`src/rtl/stack_sequencer.sv`:
```
// Multi-cycle CALL / RET / RTI / interrupt-entry sequencer for the EL3030 pipeline.
// Owns the stack pointer and drives the data-memory, PC-load and flag-load paths while stalling the pipe.
module stack_sequencer #(
   parameter logic [7:0] SP_RESET   = 8'hFF,
   parameter logic [7:0] INT_VECTOR = 8'h01
) (
   input  logic       clk,
   input  logic       rst_n,
   input  logic       INTR,
   input  logic       Call_Req,
   input  logic       Ret_Req,
   input  logic       Rti_Req,
   input  logic [7:0] Call_Target,
   input  logic [7:0] PC_Next,
   input  logic [3:0] Flags,
   input  logic [7:0] Mem_Rdata,
   output logic [7:0] Mem_Addr,
   output logic [7:0] Mem_Wdata,
   output logic       Mem_Rd,
   output logic       Mem_Wr,
   output logic       PC_Load,
   output logic [7:0] PC_Value,
   output logic       Flags_Load,
   output logic [3:0] Flags_Value,
   output logic       Stall,
   output logic       Int_Ack,
   output logic [7:0] SP_Value,
   output logic       Stack_Err
);

   typedef enum logic [3:0] {
      IDLE        = 4'd0,
      CALL_PUSH   = 4'd1,
      INT_PUSH_PC = 4'd2,
      INT_PUSH_FL = 4'd3,
      INT_VEC_RD  = 4'd4,
      INT_VEC_LD  = 4'd5,
      POP_FL_RD   = 4'd6,
      POP_PC_RD   = 4'd7,
      POP_PC_LD   = 4'd8
   } state_e;

   state_e     state_q, state_d;
   logic [7:0] sp_q, sp_d;
   logic [7:0] pc_lat_q, pc_lat_d;
   logic [7:0] tgt_q, tgt_d;
   logic       rti_q, rti_d;
   logic       int_pend_q, int_pend_d;
   logic       err_q, err_d;

   logic       is_idle_c;
   logic       instr_req_c;
   logic       accept_c;
   logic       accept_int_c;

   // Instruction requests win over a pending interrupt; nothing is accepted while in reset.
   assign is_idle_c    = (state_q == IDLE);
   assign instr_req_c  = Rti_Req | Ret_Req | Call_Req;
   assign accept_c     = rst_n & is_idle_c & (instr_req_c | int_pend_q);
   assign accept_int_c = rst_n & is_idle_c & ~instr_req_c & int_pend_q;

   // State and datapath registers.
   always_ff @(posedge clk) begin
      if (!rst_n) begin
         state_q    <= IDLE;
         sp_q       <= SP_RESET;
         pc_lat_q   <= 8'h00;
         tgt_q      <= 8'h00;
         rti_q      <= 1'b0;
         int_pend_q <= 1'b0;
         err_q      <= 1'b0;
      end else begin
         state_q    <= state_d;
         sp_q       <= sp_d;
         pc_lat_q   <= pc_lat_d;
         tgt_q      <= tgt_d;
         rti_q      <= rti_d;
         int_pend_q <= int_pend_d;
         err_q      <= err_d;
      end
   end

   // Next state, stack pointer movement and request latching.
   always_comb begin
      state_d    = state_q;
      sp_d       = sp_q;
      pc_lat_d   = pc_lat_q;
      tgt_d      = tgt_q;
      rti_d      = rti_q;
      err_d      = err_q;
      int_pend_d = int_pend_q | INTR;

      unique case (state_q)
         IDLE: begin
            if (Rti_Req) begin
               state_d = POP_FL_RD;
               rti_d   = 1'b1;
            end else if (Ret_Req) begin
               state_d = POP_PC_RD;
               rti_d   = 1'b0;
            end else if (Call_Req) begin
               state_d  = CALL_PUSH;
               pc_lat_d = PC_Next;
               tgt_d    = Call_Target;
            end else if (accept_int_c) begin
               state_d    = INT_PUSH_PC;
               pc_lat_d   = PC_Next;
               int_pend_d = 1'b0;
            end
         end
         CALL_PUSH, INT_PUSH_PC, INT_PUSH_FL: begin
            sp_d  = sp_q - 8'd1;
            err_d = err_q | (sp_q == 8'h00);
            unique case (state_q)
               INT_PUSH_PC: state_d = INT_PUSH_FL;
               INT_PUSH_FL: state_d = INT_VEC_RD;
               default:     state_d = IDLE;
            endcase
         end
         INT_VEC_RD: state_d = INT_VEC_LD;
         POP_FL_RD, POP_PC_RD: begin
            sp_d    = sp_q + 8'd1;
            err_d   = err_q | (sp_q == 8'hFF);
            state_d = (state_q == POP_FL_RD) ? POP_PC_RD : POP_PC_LD;
         end
         INT_VEC_LD, POP_PC_LD: state_d = IDLE;
         default: state_d = IDLE;
      endcase
   end

   // Moore output decode; only Stall and Int_Ack also react to the accepting IDLE cycle.
   always_comb begin
      Mem_Addr    = 8'h00;
      Mem_Wdata   = 8'h00;
      Mem_Rd      = 1'b0;
      Mem_Wr      = 1'b0;
      PC_Load     = 1'b0;
      PC_Value    = 8'h00;
      Flags_Load  = 1'b0;
      Flags_Value = 4'h0;
      Stall       = ~is_idle_c | accept_c;
      Int_Ack     = accept_int_c;

      unique case (state_q)
         CALL_PUSH: begin
            Mem_Wr    = 1'b1;
            Mem_Addr  = sp_q;
            Mem_Wdata = pc_lat_q;
            PC_Load   = 1'b1;
            PC_Value  = tgt_q;
         end
         INT_PUSH_PC: begin
            Mem_Wr    = 1'b1;
            Mem_Addr  = sp_q;
            Mem_Wdata = pc_lat_q;
         end
         INT_PUSH_FL: begin
            Mem_Wr    = 1'b1;
            Mem_Addr  = sp_q;
            Mem_Wdata = {4'b0000, Flags};
         end
         INT_VEC_RD: begin
            Mem_Rd   = 1'b1;
            Mem_Addr = INT_VECTOR;
         end
         POP_FL_RD: begin
            Mem_Rd   = 1'b1;
            Mem_Addr = sp_q + 8'd1;
         end
         POP_PC_RD: begin
            Mem_Rd      = 1'b1;
            Mem_Addr    = sp_q + 8'd1;
            Flags_Load  = rti_q;
            Flags_Value = rti_q ? Mem_Rdata[3:0] : 4'h0;
         end
         INT_VEC_LD, POP_PC_LD: begin
            PC_Load  = 1'b1;
            PC_Value = Mem_Rdata;
         end
         default: ;
      endcase
   end

   assign SP_Value  = sp_q;
   assign Stack_Err = err_q;

endmodule

```
`config.mk`:
```
export PLATFORM = sky130hd
export DESIGN_NAME = stack_sequencer
export DESIGN_NICKNAME = d
export VERILOG_FILES = /design/src/rtl/stack_sequencer.sv
export SDC_FILE = /design/constraint.sdc
export NUM_CORES = 1
export LEC_CHECK = 0
export BUFFER_PORTS_ARGS = -buffer_cell sky130_fd_sc_hd__buf_2
export CAP_MARGIN = 0
export CORE_UTILIZATION = 45
export DETAILED_ROUTE_END_ITERATION = 8
export PLACE_DENSITY = 0.74
export SYNTH_ARGS = -nofsm -noshare
export SYNTH_HDL_FRONTEND = slang
export SYNTH_SLANG_ARGS = --single-unit
export TNS_END_PERCENT = 100
```
`constraint.sdc`:
```
create_clock -name clk -period 2.5 [get_ports clk]
set_input_delay 0.375 -clock clk [delete_from_list [all_inputs] [get_ports clk]]
set_output_delay 0.375 -clock clk [all_outputs]
set_load 0.02 [all_outputs]
```
==> results of run 1 <==
==> flip-flops by register name, indices dropped and copies added (netlist names) <==
| register | flops |
|---|---|
| SP_Value | 8 |
| Stack_Err | 1 |
| int_pend_q | 1 |
| pc_lat_q | 8 |
| rti_q | 1 |
| state_q | 4 |
| tgt_q | 8 |
==> how the worst max path moves through the flow <==
stage | startpoint | endpoint | slack [ps] | cells after the start
6_report | state_q[1]$_SDFFE_PN0P_ | Mem_Addr[7] | 200 | 6
4_1_cts | state_q[3]$_SDFFE_PN0P_ | PC_Value[7] | 150 | 5
3_5_place_dp | state_q[3]$_SDFFE_PN0P_ | PC_Value[7] | 460 | 5
5_1_grt | state_q[1]$_SDFFE_PN0P_ | Mem_Addr[7] | 80 | 6
2_1_floorplan | SP_Value[0]$_SDFFE_PN1P_ | Mem_Addr[4] | 560 | 4
3_3_place_gp | state_q[3]$_SDFFE_PN0P_ | PC_Value[1] | 550 | 5
==> metal layers <==
metal / vias to the layer above / wire, µm / part of all wire (%) / global-route usage [%]
met1: 960 / 2440 / 47 / 28.4
met5: - / 0 / 0 / 0
met3: 4 / 255 / 4.9 / 4.47
met4: 0 / 48 / 0.92 / 10.7
li1: 1056 / - / - / -
met2: 62 / 2490 / 48 / 36.4
==> placed cells by master (no fill, tap or decap), drive strengths merged, types with 2 or more instances in the layout <==
cell,Yosys,routed
nor4,5,5
inv,4,4
nor2,46,46
nor2b,3,3
o21ai,10,10
xnor2,3,3
and3,6,6
mux2i,17,17
a22o,9,9
nand2,22,22
and2,9,9
a31oi,5,5
buf,14,83
ha,3,3
a21oi,12,12
and3b,2,2
nand2b,6,6
o21bai,2,2
nor3,6,6
dfxtp,31,31
or2,2,2
nand4,2,2
a22oi,11,11
mux2,9,9
nand3,5,5
clkbuf,8,7
==> power by group <==
group | internal (W) | switching (W)
Sequential | 0.000533 | 0.0000669
Combinational | 0.000263 | 0.000394
Clock | 0.000195 | 0.000185
Total | 0.000991 | 0.000646
==> worst reg2reg max path, delay by kind of cell (launching register included) <==
kind / cells / cell delay, ps
multiplexers: 1 / 260
AND/OR/NAND/NOR: 3 / 1060
flip-flops: 1 / 410
==> layout make-up <==
| cell class | instances | area share (%) |
|---|---|---|
| flip-flops and latches | 31 | 24.3 |
| clock buffers | 7 | 2.99 |
| repair buffers | 83 | 17.0 |
| multi-input cells | 205 | 52.4 |
| well taps | 52 | 2.55 |
| clock inverters | 1 | 0.196 |
| inverters | 4 | 0.588 |
==> what timing repair did <==
action                                  4_1_cts  5_1_grt
gates resized for setup                       0        1
endpoints found under the setup margin        0        3
hold buffers                                  0        0
setup buffers                                 0        0
==> metrics by stage <==
| step | worst slack, ps | cells | total power, W |
|---|---|---|---|
| 3_3_place_gp | 548 | 375 | 0.00125 |
| 4_1_cts | 146 | 383 | 0.00165 |
| 6_report | 201 | 383 | 0.00164 |
| 2_1_floorplan | 562 | 262 | 0.00109 |
| 5_1_grt | 76.6 | 383 | 0.00174 |
| 3_5_place_dp | 459 | 375 | 0.00126 |
==> cells by family after synthesis <==
logic type                 count (synthesis)  synth area share (%)
adders and majority gates                  3                  1.79
DFF                                       31                  29.5
and+or+nand+nor                          117                  29.7
muxes                                     26                  12.9
AOI/OAI and AO/OA                         55                  17.5
buffers and inverters                     26                  6.91
xor gates and xnor gates                   4                  1.67
==> run summary, run 1 <==
Ant. Diodes: 0
post-synthesis sequential area ratio: 29.5%
Yosys Warn Count: 0
Clock transition at path regs: 70 ps
I/O Pins: 77
total track usage: 22.5%
share of flip-flops with an asynchronous set or reset: 0%
via count of the first global-routing pass: 2,039
CTS tree: built
Critical Path Slowest Stage Cell: dfxtp_1
Hold Worst Slack: 319 ps
Area after DPL: 0.00247 mm²
Die X: 70.3 µm
Detailed Route Iter0 Violations: 153
Root Buffer: clkbuf_8
synth top area cells: dfxtp_1 (30%), mux2i_1 (8.1%), nor2_1 (7.9%)
final number of max-transition violations: 0
clk_skew: 5.02 ps
Antenna Nets Post-Route: 0
cell depth of the worst flop-to-flop path: 4
CP startpoint kind: register
WP data required: 2120 ps
Hold EP: tgt_q[2]$_SDFFE_PN0P_
TritonCTS buffer count: 5
Max Cap Viol: 0
initial antenna violation count: 0
Multi-input gate area: 0.00134 mm²
Arrival @ worst endpoint: 1920 ps
Final setup viols: 0
Fin. Hold Viols: 0
Sink Count: 31
synth cell count leaders: nor2_1 (44), dfxtp_1 (31), nand2_1 (22)
Post-Synthesis Cell Area: 0.00210 mm²
Synth top area share: 29.5%
Die H: 70.3 µm
area growth from synthesis to layout: 21.5%
critical-path maximum fanout: 11
Synth Register Bits: 31
nets@finish: 367
maximum VDD drop: 248 µV
Core ar.: 0.00441 mm²
post-layout util: 57.8%
Synth Flop Type: dfxtp_1
post-route clock period utilization: 91.9%
Post-Route Setup TNS: 0 ps
RSZ-0062 raised after global routing: false
most common cell in the netlist: nor2_1
EDFF count, synth: 0
Via density: 5.44
hold path cells: 3
pwr dens: 642 mW/mm²
layout cells sized above 1: 31.1%
Syn Inst Count: 262
CP peak stage delay: 570 ps
wire per inst: 13.7 µm
H-tree levels: 2
HP Class: primary input to register
critical path's top delay family: flip-flops
library cells used by synthesis: 44
Setup CP Type: register to output pin
crit-path cells: buf_4 > nand3b_1 > a31oi_1 > o21ai_0 > o31ai_1 > buf_2
reg2reg end: pc_lat_q[5]$_SDFFE_PN0P_
# rows: 24
syn avg cell area: 8.02 µm²
Crit. End Element: output pin
Slew @ Worst Pin: 505 ps
DRC Markers: 0
min Tclk post-route: 2300 ps
FMAX: 435 MHz
Synth area leader: dfxtp_1
Design Area, Final: 0.00255 mm²
Port Buf Inserts: 76
internal reg-to-reg setup slack: 670 ps
Worst Path Buf+Inv: 2
first-pass GRT wire length: 9010 µm
GPL Wtd Cong: 0.871
GRT overflow: 0
vias: 2,082
drt first pass iters: 6
hold_sp: Call_Target[2]
Initial Util: 47.6%
Net Count, Synth: 299
Die ar.: 0.00495 mm²
DPL Wire Length: 3760 µm
outcome: complete, no violations
Worst-Skew Late Latency: 290 ps
RR Startpoint: state_q[2]$_SDFFE_PN0P_
slew margin rel.: 66.4%
pin count of the biggest net entering global routing: 18
clk buf depth: 2
Post-Route WL: 5240 µm
P_leak: 1.21 nW
FILL cells: 425
Register Area: 621 µm²
Note: power is estimated with default switching activity, not from simulation.
==> run 2: changes to the inputs <==
- REMOVE_ABC_BUFFERS: unset -> 1
- SLEW_MARGIN: unset -> 20
==> run 2 against run 1 <==
Global-route usage down 1.7 points. Utilization fell by 0.057 points. Total power is 0.59% lower. Hold slack better by 11 ps.
==> run summary, run 2 (synthesis results as in run 1) <==
outcome: complete, no violations (unchanged)
pwr dens: 638 mW/mm² (was 642 mW/mm²)
total track usage: 20.8% (was 22.5%)
CP peak stage delay: 570 ps (about the same)
Via density: 5.37 (was 5.44)
post-layout util: 57.8% (about the same)
PostCTS Resize Cnt: 0 (unchanged)
DRC Markers: 0 (unchanged)
Clock transition at path regs: 70 ps (about the same)
Post-CTS Hold Buffers: 0 (unchanged)
CP startpoint kind: register (unchanged)
wire per inst: 13.3 µm (was 13.7 µm)
min Tclk post-route: 2320 ps (was 2300 ps)
Critical Path Slowest Stage Cell: nor2b_1 (was dfxtp_1)
Setup CP Type: register to output pin (unchanged)
TritonCTS buffer count: 5 (unchanged)
Post-CTS Setup Bufs: 0 (unchanged)
Ant. Diodes: 0 (unchanged)
initial antenna violation count: 0 (unchanged)
area growth from synthesis to layout: 21.4% (was 21.5%)
via count of the first global-routing pass: 1,844 (was 2,039)
Root Buffer: clkbuf_8 (unchanged)
Antenna Nets Post-Route: 0 (unchanged)
# rows: 24 (unchanged)
Max Cap Viol: 0 (unchanged)
clk buf depth: 2 (unchanged)
vias: 2,057 (was 2,082)
clk_skew: 4.44 ps (was 5.02 ps)
FMAX: 430 MHz (was 435 MHz)
Final setup viols: 0 (unchanged)
Detailed Route Iter0 Violations: 117 (was 153)
drt first pass iters: 4 (was 6)
final number of max-transition violations: 0 (unchanged)
H-tree levels: 2 (unchanged)
Post-Route Setup TNS: 0 ps (unchanged)
Crit. End Element: output pin (unchanged)
crit-path cells: nor2b_1 > a22o_1 > a22oi_1 > nor2_1 > buf_2 (was buf_4 > nand3b_1 > a31oi_1 > o21ai_0 > o31ai_1 > buf_2)
pin count of the biggest net entering global routing: 21 (was 18)
RSZ-0062 raised after global routing: false (unchanged)
post-route clock period utilization: 93.0% (was 91.9%)
Fin. Hold Viols: 0 (unchanged)
Slew @ Worst Pin: 611 ps (was 505 ps)
Core ar.: 0.00441 mm² (unchanged)
DPL Wire Length: 3670 µm (was 3760 µm)
slew margin rel.: 59.2% (was 66.4%)
first-pass GRT wire length: 8440 µm (was 9010 µm)
Sink Count: 31 (unchanged)
most common cell after layout, fill and taps aside: buf_2 (unchanged)
Die H: 70.3 µm (unchanged)
Initial Util: 47.6% (unchanged)
critical-path maximum fanout: 10 (was 11)
commonest non-fill, non-tap cells in the layout: buf_2 (76), nor2_1 (44), dfxtp_1 (31) (unchanged)
Die ar.: 0.00495 mm² (unchanged)
WP data required: 2120 ps (about the same)
nets@finish: 367 (unchanged)
Die X: 70.3 µm (unchanged)
HP Class: primary input to register (unchanged)
Post-Route WL: 5100 µm (was 5240 µm)
layout cells sized above 1: 30.8% (was 31.1%)
FILL cells: 425 (unchanged)
GRT overflow: 0 (unchanged)
Port Buf Inserts: 76 (unchanged)
Arrival @ worst endpoint: 1950 ps (was 1920 ps)
I/O Pins: 77 (unchanged)
CTS tree: built (unchanged)
P_leak: 1.21 nW (about the same)
GPL Wtd Cong: 0.878 (was 0.871)
maximum VDD drop: 342 µV (was 248 µV)
Worst-Skew Late Latency: 280 ps (was 290 ps)
-- run 2: cell counts in the layout (fill, tap and decap cells not counted) --
Identical to the previous run, type by type.
-- run 2: power by group --
| part | internal (W) | switching (W) |
|---|---|---|
| Combinational | 0.000263 | 0.000396 |
| Sequential | 0.000533 | 0.0000617 |
| Clock | 0.000195 | 0.000179 |
-- run 2: critical path: cells and delay by family (launching register included) --
family | cells | cell delay, ps
buffers and inverters | 1 | 170
DFF | 1 | 530
AOI/OAI and AO/OA | 2 | 280
and+or+nand+nor | 2 | 690
-- run 2: final timing paths --
kind	start	endpoint	slack (ps)	depth (start not counted)
max	state_q[3]$_SDFFE_PN0P_	PC_Value[2]	180	5
min	Call_Target[6]	tgt_q[6]$_SDFFE_PN0P_	330	3
max reg2reg	state_q[2]$_SDFFE_PN0P_	pc_lat_q[3]$_SDFFE_PN0P_	690	4
min reg2reg	pc_lat_q[5]$_SDFFE_PN0P_	pc_lat_q[5]$_SDFFE_PN0P_	480	2
-- run 2: through the flow --
step	cell area (µm²)	worst slack (ps)	hold slack [ps]	std cells	power, W
2_1_floorplan	1970	157	437	240	0.00105
3_3_place_gp	2470	538	465	375	0.00125
3_5_place_dp	2470	487	474	375	0.00126
4_1_cts	2550	177	327	383	0.00164
5_1_grt	2550	64.7	326	383	0.00173
6_report	2550	175	330	383	0.00163
-- run 2: per-layer routing --
layer	routed length (µm)	vias to the layer above	track usage, %
met5	0	-	0
li1	-	1051	-
met4	44	0	6.44
met2	2430	56	33.7
met3	240	5	4.33
met1	2390	945	27.4
-- run 2: layout make-up --
type / instances / area, µm² / area share (%)
Clock buffer: 7 / 76.3 / 2.99
Tap cell: 52 / 65.1 / 2.55
Timing Repair Buffer: 83 / 433 / 17.0
Sequential cell: 31 / 621 / 24.3
Inverter: 4 / 15.0 / 0.589
Multi-Input combinational cell: 205 / 1340 / 52.4
Clock inverter: 1 / 5.00 / 0.196
==> run 3: changes to the inputs <==
- CORE_UTILIZATION: 45 -> 53
- PLACE_DENSITY: 0.74 -> 0.85
==> run 3 against run 2 <==
Clock power rose by 6.1%. Non-clock buffer count decreased by 1. Critical path type unchanged. Design area barely moved.
==> run summary, run 3 (synthesis results as in run 1) <==
wire per inst: 13.4 µm (was 13.3 µm)
outcome: complete, no violations (unchanged)
area growth from synthesis to layout: 21.3% (was 21.4%)
commonest non-fill, non-tap cells in the layout: buf_2 (76), nor2_1 (44), dfxtp_1 (31) (unchanged)
clk buf depth: 2 (unchanged)
vias: 2,103 (was 2,057)
pin count of the biggest net entering global routing: 25 (was 21)
Design Area, Final: 0.00255 mm² (about the same)
Root Buffer: clkbuf_8 (unchanged)
Post-Route WL: 5070 µm (was 5100 µm)
HP Class: primary input to register (unchanged)
Crit. End Element: output pin (unchanged)
Detailed Route Iter0 Violations: 113 (was 117)
Antenna Nets Post-Route: 0 (unchanged)
Sink Count: 31 (unchanged)
M2 GR Usage: 41.3% (was 33.7%)
clk_skew: 9.13 ps (was 4.44 ps)
Post-Route Setup TNS: 0 ps (unchanged)
Arrival @ worst endpoint: 1900 ps (was 1950 ps)
DPL Wire Length: 3640 µm (was 3670 µm)
crit-path cells: and3b_1 > and4_1 > o22a_1 > buf_2 (was nor2b_1 > a22o_1 > a22oi_1 > nor2_1 > buf_2)
maximum VDD drop: 283 µV (was 342 µV)
Core ar.: 0.00374 mm² (was 0.00441 mm²)
Worst-Skew Late Latency: 300 ps (was 280 ps)
CP startpoint kind: register (unchanged)
CP peak stage delay: 530 ps (was 570 ps)
Initial Util: 56.1% (was 47.6%)
I/O Pins: 77 (unchanged)
Area after DPL: 0.00246 mm² (was 0.00247 mm²)
total track usage: 25.2% (was 20.8%)
DRC Markers: 0 (unchanged)
critical-path maximum fanout: 12 (was 10)
most common cell after layout, fill and taps aside: buf_2 (unchanged)
final number of max-transition violations: 0 (unchanged)
M1 GR Usage: 31.9% (was 27.4%)
Port Buf Inserts: 76 (unchanged)
post-route clock period utilization: 91.2% (was 93.0%)
P_leak: 1.20 nW (was 1.21 nW)
via count of the first global-routing pass: 1,829 (was 1,844)
first-pass GRT wire length: 8240 µm (was 8440 µm)
WP data required: 2120 ps (about the same)
H-tree levels: 2 (unchanged)
min Tclk post-route: 2280 ps (was 2320 ps)
Die H: 65.0 µm (was 70.3 µm)
slew margin rel.: 66.9% (was 59.2%)
Fin. Hold Viols: 0 (unchanged)
setup ws final: 220 ps (was 175 ps)
pwr dens: 647 mW/mm² (was 638 mW/mm²)
Via density: 5.56 (was 5.37)
Die ar.: 0.00422 mm² (was 0.00495 mm²)
GPL Wtd Cong: 0.915 (was 0.878)
Clock transition at path regs: 70 ps (about the same)
Post-CTS Hold Buffers: 0 (unchanged)
GRT overflow: 0 (unchanged)
post-layout util: 68.0% (was 57.8%)
met3 Track Usage GR: 6.16% (was 4.33%)
TritonCTS buffer count: 5 (unchanged)
Setup CP Type: register to output pin (unchanged)
Ant. Diodes: 0 (unchanged)
Slew @ Worst Pin: 497 ps (was 611 ps)
pre-CTS WS: 503 ps (was 487 ps)
initial antenna violation count: 0 (unchanged)
nets@finish: 366 (was 367)
layout cells sized above 1: 31.5% (was 30.8%)
Post-CTS Setup Bufs: 0 (unchanged)
# rows: 22 (was 24)
drt first pass iters: 4 (unchanged)
Die X: 65.0 µm (was 70.3 µm)
Critical Path Slowest Stage Cell: dfxtp_1 (was nor2b_1)
Hold Worst Slack: 303 ps (was 330 ps)
CTS tree: built (unchanged)
PostCTS Resize Cnt: 0 (unchanged)
busiest grt layer: met2 (unchanged)
Final setup viols: 0 (unchanged)
FMAX: 439 MHz (was 430 MHz)
RSZ-0062 raised after global routing: false (unchanged)
Max Cap Viol: 0 (unchanged)
## run 3: final timing paths
path | start | end | slack, ps | cells after the start
max | state_q[2]$_SDFFE_PN0P_ | Mem_Addr[6] | 220 | 4
min | Call_Target[7] | tgt_q[7]$_SDFFE_PN0P_ | 300 | 3
max reg2reg | state_q[0]$_SDFFE_PN0P_ | pc_lat_q[1]$_SDFFE_PN0P_ | 560 | 5
min reg2reg | pc_lat_q[4]$_SDFFE_PN0P_ | pc_lat_q[4]$_SDFFE_PN0P_ | 500 | 2
## run 3: area by class of cell
cell class                      count  area (µm²)
Multi-Input combinational cell    205        1340
Fill cell                         321        1200
Sequential cell                    31         621
Timing Repair Buffer               82         425
Clock buffer                        5        68.8
Tap cell                           48        60.1
Clock inverter                      3        20.0
Inverter                            4        15.0
## run 3: routing by layer
metal  vias up  wire length (µm)
met1       970              2290
met4         0                60
met5         -                 0
met2        70              2360
li1       1058                 -
met3         5               356
## run 3: critical path, delay by kind of cell, from the launching register on
| family | cells | cell delay (ps) |
|---|---|---|
| and+or+nand+nor | 2 | 780 |
| DFF | 1 | 530 |
| buffers and inverters | 1 | 160 |
| AOI/OAI and AO/OA | 1 | 140 |
## run 3: stage by stage
step,std cells,total power (W)
4_1_cts,378,0.00165
6_report,378,0.00165
2_1_floorplan,240,0.00105
3_3_place_gp,370,0.00125
5_1_grt,378,0.00174
3_5_place_dp,370,0.00126
## run 3: power breakdown
group / total, W / internal [W] / switching [W] / leakage (nW)
sequential: 0.000598 / 0.000533 / 0.0000649 / 0.253
combinational: 0.000654 / 0.000259 / 0.000395 / 0.907
clock: 0.000397 / 0.000193 / 0.000204 / 0.0402
